`src/rtl/demux.sv`:
```
// Input-side router: serializes a master word into characters, MSB character first, toward the selected decryptor.
// Optional DEMUX_ERR_EN adds a sticky err_o flag for words dropped because select=3.
//
// state   | meaning
// S_IDLE  | no character in flight, ready for a word
// S_SHIFT | emitting character r_cnt of r_word on channel r_sel
module demux #(
  parameter int MST_D_WIDTH = 32,
  parameter int D_WIDTH     = 8
) (
  input  logic                   clk,
  input  logic                   rst_n,
  input  logic [1:0]             select,
  input  logic [MST_D_WIDTH-1:0] data_i,
  input  logic                   valid_i,
  output logic                   ready_o,
  output logic [D_WIDTH-1:0]     data0_o,
  output logic                   valid0_o,
  output logic [D_WIDTH-1:0]     data1_o,
  output logic                   valid1_o,
  output logic [D_WIDTH-1:0]     data2_o,
  output logic                   valid2_o
`ifdef DEMUX_ERR_EN
  ,
  output logic                   err_o
`endif
);

  localparam int NCHARS = MST_D_WIDTH / D_WIDTH;
  localparam int CW     = $clog2(NCHARS);
  localparam logic [CW-1:0] LAST = CW'(NCHARS - 1);

  typedef enum logic {S_IDLE, S_SHIFT} state_t;

  state_t                 r_state, w_state_nxt;
  logic [CW-1:0]          r_cnt, w_cnt_nxt;
  logic [MST_D_WIDTH-1:0] r_word, w_word_nxt;
  logic [1:0]             r_sel, w_sel_nxt;
  logic                   w_last;
  logic                   w_accept;
  logic [D_WIDTH-1:0]     w_char;

  assign w_last   = (r_state == S_SHIFT) && (r_cnt == LAST);
  assign ready_o  = rst_n && ((r_state == S_IDLE) || w_last);
  assign w_accept = valid_i && ready_o;
  // The word is shifted left each cycle, so the current character is always the top slice.
  assign w_char   = r_word[MST_D_WIDTH-1 -: D_WIDTH];

  always_ff @(posedge clk) begin
    if (!rst_n) begin
      r_state <= S_IDLE;
      r_cnt   <= '0;
      r_word  <= '0;
      r_sel   <= '0;
    end else begin
      r_state <= w_state_nxt;
      r_cnt   <= w_cnt_nxt;
      r_word  <= w_word_nxt;
      r_sel   <= w_sel_nxt;
    end
  end

  always_comb begin
    w_state_nxt = r_state;
    w_cnt_nxt   = r_cnt;
    w_word_nxt  = r_word;
    w_sel_nxt   = r_sel;
    if (r_state == S_SHIFT) begin
      w_word_nxt = r_word << D_WIDTH;
      w_cnt_nxt  = r_cnt + 1'b1;
      if (w_last) begin
        w_state_nxt = S_IDLE;
        w_cnt_nxt   = '0;
      end
    end
    // Acceptance overrides the last-character exit, giving back-to-back words without a bubble.
    if (w_accept) begin
      w_word_nxt  = data_i;
      w_sel_nxt   = select;
      w_cnt_nxt   = '0;
      w_state_nxt = (select == 2'd3) ? S_IDLE : S_SHIFT;
    end
  end

  always_comb begin
    data0_o  = '0;
    valid0_o = 1'b0;
    data1_o  = '0;
    valid1_o = 1'b0;
    data2_o  = '0;
    valid2_o = 1'b0;
    if (r_state == S_SHIFT) begin
      case (r_sel)
        2'd0: begin
          valid0_o = 1'b1;
          data0_o  = w_char;
        end
        2'd1: begin
          valid1_o = 1'b1;
          data1_o  = w_char;
        end
        2'd2: begin
          valid2_o = 1'b1;
          data2_o  = w_char;
        end
        default: ;
      endcase
    end
  end

`ifdef DEMUX_ERR_EN
  logic r_err;

  always_ff @(posedge clk) begin
    if (!rst_n) begin
      r_err <= 1'b0;
    end else if (w_accept && (select == 2'd3)) begin
      r_err <= 1'b1;
    end
  end

  assign err_o = r_err;
`endif

endmodule

```
`config.mk`:
```
export PLATFORM = sky130hd
export DESIGN_NAME = demux
export DESIGN_NICKNAME = d
export VERILOG_FILES = /design/src/rtl/demux.sv
export SDC_FILE = /design/constraint.sdc
export NUM_CORES = 1
export LEC_CHECK = 0
export ABC_AREA = 1
export CORE_MARGIN = 3
export CORE_UTILIZATION = 50
export CTS_CLUSTER_SIZE = 40
export DETAILED_ROUTE_END_ITERATION = 10
export DONT_BUFFER_PORTS = 1
export GPL_ROUTABILITY_DRIVEN = 0
export GPL_TIMING_DRIVEN = 0
export PLACE_DENSITY = 0.74
export SYNTH_ARGS = -nofsm -noshare
export SYNTH_HDL_FRONTEND = slang
export SYNTH_SLANG_ARGS = --single-unit
```
`constraint.sdc`:
```
create_clock -name clk -period 1.7 [get_ports clk]
set_clock_uncertainty 0.15 [all_clocks]
set_input_delay 0.17 -clock clk [delete_from_list [all_inputs] [get_ports clk]]
set_output_delay 0.17 -clock clk [all_outputs]
set_load 0.03 [all_outputs]
```
; ---- After elaboration in Yosys (flattened, before gate mapping)
; Index checks and enable logic that the tools add are counted.
[op_classes]
add_sub_neg = 1
multipliers = 0
div = 0
magnitude_cmp = 0
n_eq_ne = 4
n_shift = 0
mux = 19
n_bitwise = 2
n_reduce_logical = 7
[op_table]
columns = cell, n
row1 = 2-to-1 mux 32 bit, 2
row2 = 2-to-1 mux 8 bit, 6
row3 = 2-to-1 mux 1 bit, 10
row4 = equality test 2 bit (second input constant), 3
row5 = logical AND 1 bit, 3
row6 = adder 2 x 1 -> 2 bit (second input constant), 1
row7 = equality test 2 x 1 -> 1 bit (second input constant), 1
row8 = zero test 2 bit, 1
row9 = 2-to-1 mux 2 bit, 1
row10 = inverter 1 bit, 2
row11 = nonzero test 2 bit, 1
row12 = OR reduction 2 bit, 1
row13 = logical OR 1 bit, 1
[totals]
reg_bits = 37
latch_bits = 0
ram_bits = 0
romBits = 0
in_bits = 37
out_inout_bits = 28
elab_cells = 37
n_memories = 0

; ---- Longest topological paths before layout
[logic_depth]
depth_word = 6
mapped_depth = 9
depth_no_buf = 8

; ---- Worst setup path after synthesis
; Ideal clock, no wire load.
[synth_timing]
path_kind = register to output
from = register r_state
to = output port data0_o[0]
t_arrival_ns = 1.221
required_ns = 1.380
setup_slack_ns = 0.159
path_stages_with_launch = 5
path_buffers = 2
cell_sequence = dfxtp_1 -> buf_2 -> buf_2 -> nand2_1 -> nor2_1
[synth_via]
elab_chain_cells = 1
[synth_lines]
columns = item, line_no
row1 = "start, declared", 35  ; state_t r_state, w_state_nxt;
row2 = "start signal, assigned", 56  ; r_state <= w_state_nxt;
row3 = 2-to-1 mux 8 bit, 92  ; if (r_state == S_SHIFT) begin
row4 = "end, declared", 17  ; output logic [D_WIDTH-1:0] data0_o,
; Every way passes these cells.

; ---- Worst setup path after layout
[layout_timing]
from = register r_sel[1]
to = output port data2_o[2]
[layout_via]
elab_chain_cells = 3
[layout_lines]
columns = item, line_no
row1 = "start, declared", 38  ; logic [1:0] r_sel, w_sel_nxt;
row2 = "start signal, assigned", 59  ; r_sel <= w_sel_nxt;
row3 = equality test 2 bit, 93  ; case (r_sel)
row4 = 2-to-1 mux 8 bit, 93
row5 = 2-to-1 mux 8 bit, 92
row6 = "end, declared", 21  ; output logic [D_WIDTH-1:0] data2_o,
; Every way passes these cells.

==> impl_metrics.tcl <==
set metrics [dict create \
    run_status "finished clean" \
    syn_avg_cell_area_um2 6.13 \
    startpoint_type "flop" \
    final_util_pct 72.7 \
    cp-end-kind "output port" \
    period_needed_ns 1.69 \
    power_frac_comb_pct 21.3 \
    io_pins 65 \
    final_layout_size_suffix_gt1_share_pct 20.2 \
    stdcell_count 424 \
    final_area_um2 2780 \
    muxShareOfSynthArea_pct 0 \
    die_w_um 70.2 \
    grt_usage_pct 22.9 \
    fin_ws_ns 0.0103 \
    slowest_delay_ns 0.42 \
    rr_startpoint "r_cnt[0]$_SDFFE_PP0P_" \
    critPathTopFamily "simple AND/OR/NAND/NOR gates" \
    start_util_pct 53.8 \
    yosys_warnings 0 \
    synth.top_cells.by_area "dfxtp_1 (36%), nand2_1 (20%), inv_1 (8.9%)" \
    final_nets 413 \
    synth_top_area_cell "dfxtp_1" \
    clock_path_buffers 2 \
    routed_via_density 5.12 \
    crit_path_frequent_cell "nor2_4" \
    grt_max_degree 12 \
    power_density_nw_per_um2 704 \
    place_inst 384 \
    crit_fanout 9 \
    post_dp_cell_area_um2 2120 \
    cts-root-buf "clkbuf_8" \
    pre_cts_ws_ns -0.0285 \
    htree_levels 2 \
    rows 22 \
    synth_xor_xnor_area_share_pct 0 \
    required_ns 1.38 \
    drtIter0Drc 140 \
    min_from "data_i[8]" \
    synth_cells 336 \
    die_y_um 70.2 \
    synth_simple_gate_area_share_pct 41.5 \
    critical_path.slowest_cell "dfxtp_1" \
    synthAdderAreaFrac_pct 0.608 \
    grt_pass1_vias 2048 \
    clock_latency_ns 0.30 \
    clock-sinks 37 \
    tns_ns 0 \
    synth_top_cell_area_share_pct 36.0 \
    holdCritPathClass "in -> reg" \
    reg2reg_depth 8 \
    whs_ns 0.0000367 \
    fin_crit_sh_pct 99.4 \
    syn2layout_area_growth_pct 35.1 \
    layout_commonest_cell "nand2_1" \
    finalHoldViolations 0 \
    tightest_slew_ns 0.504 \
    vias 2169 \
    regToRegEndpoint "r_word[22]$_SDFFE_PN0P_" \
    cp.arrival_ns 1.37 \
    first_pass_iters 4 \
    switchingPower_uw 613 \
    synth_nets 374 \
    fmax_mhz 592 \
    drtAntennaViolNets 0 \
    p_seq_share_pct 47.8 \
    drc 0 \
    dp_hpwl_um 3660 \
    setup_viol 0 \
    rsz0062_at_grt "yes" \
    synth.distinct_cells 20 \
    antenna_found_initial 0 \
    diodes 0 \
    syn_area_um2 2060 \
    drv_cap 0 \
    cts.clk_slew.worst_paths_ns 0.07 \
    relSlewSlack_pct 66.4 \
    grt_overflow 0 \
    coreArea_um2 3830 \
    post-cts-setup-buffers 0 \
    avgRoutedWirePerCell_um 13.0 \
    startpoint "r_sel[1]$_SDFFE_PN0P_" \
    synth_compound_area_share_pct 5.23 \
    whs_endpoint "r_word[8]$_SDFFE_PN0P_" \
    grt_pass1_wl_um 9230 \
    ys_ff_latch 37 \
    finalPower_mw 1.96 \
    synth_top_family_by_area "simple AND/OR/NAND/NOR gates" \
    r2r_slack_ns 0.12 \
    yosysSeqAreaShare_pct 36.0 \
    cts_tree "done" \
    pwr-share-clk_pct 30.9 \
    path_class "reg -> out" \
    numCtsBuffers 5 \
    hold_path_depth 4 \
    portBuffers 0 \
    dieArea_um2 4920 \
    crit_buf_inv 1 \
    layout_common_cells "nand2_1 (107), inv_1 (46), dfxtp_1 (36)" \
    intPower_mw 1.35 \
    p_leak_nw 1.33 \
    peakVddDrop_mv 0.501 \
    path_cells "inv_1 > nor2_4 > nand2_8 > nor2_4" \
    wirelength_um 5500 \
    finalMaxSlewViolations 0 \
    swShare_pct 31.3 \
]
-- cell usage after synthesis --
master    count
buf_1         1
inv_1        49
buf_4         2
a21oi_2       1
dfxtp_1      37
nand4_1      24
nand2_4       1
nand2_1     110
a21oi_4       1
ha_1          1
buf_2        13
or2_2         1
nand3_4       1
nand3_1      31
o21ai_0       1
nor2_1       27
clkbuf_1      5
a21oi_1      13
o22ai_1       2
inv_2        15
-- layer usage --
layer	global-route usage, %	routed length (um)	vias up
met1	27.5	2360	972
met4	7.66	112	0
li1	-	-	1114
met5	0	0	-
met3	5.76	309	12
met2	39.7	2720	71
-- sequential cells by signal, indices dropped and copies added (netlist names) --
register  flops
r_sel         2
r_state       1
r_cnt         2
r_word       32
-- layout make-up --
type / count / area (um^2)
Multi-Input combinational cell: 214 / 1220
Fill cell: 325 / 1040
Sequential cell: 37 / 742
Timing Repair Buffer: 32 / 320
Inverter: 64 / 240
Buffer: 21 / 115
Clock buffer: 6 / 72.6
Tap cell: 48 / 60.1
Clock inverter: 2 / 10.0
-- tightest hold or removal path: cells and delay by family --
family        cells  cell delay (ns)
buf+inv           1             0.04
simple gates      3             0.20
-- kinds of logic (layout without fill, tap and decap cells) --
logic type               Yosys count  in the layout
AO/OA/AOI/OAI                     18             18
flip-flops                        37             37
adder cells (fa/ha/maj)            1              1
AND/OR/NAND/NOR                  195            195
buffers and inverters             85            125
-- worst max path at each step --
| stage | end | cells after the start | slack (ns) |
|---|---|---|---|
| after floorplan | data0_o[0] | 4 | 0.16 |
| after global placement | data0_o[6] | 4 | -0.005 |
| after detailed placement | data2_o[6] | 4 | -0.03 |
| after CTS | data2_o[2] | 4 | -0.02 |
| after global routing | data2_o[2] | 4 | -0.05 |
| final | data2_o[2] | 4 | 0.01 |
-- power by group through the flow --
stage / clock network (mW) / registers (mW) / logic, mW
after floorplan: 0 / 0.945 / 0.236
after global placement: 0 / 0.950 / 0.285
after detailed placement: 0 / 0.951 / 0.289
after CTS: 0.615 / 0.931 / 0.400
after global routing: 0.637 / 0.939 / 0.461
final: 0.605 / 0.936 / 0.417
-- timing repair --
action                                  4_1_cts  5_1_grt
gates resized for setup                      60       10
endpoints found under the setup margin       27       29
hold buffers                                 32        0
endpoints found under the hold margin        31        0
pin swaps                                     1        4
No activity file was read; power rests on OpenSTA's default activity.
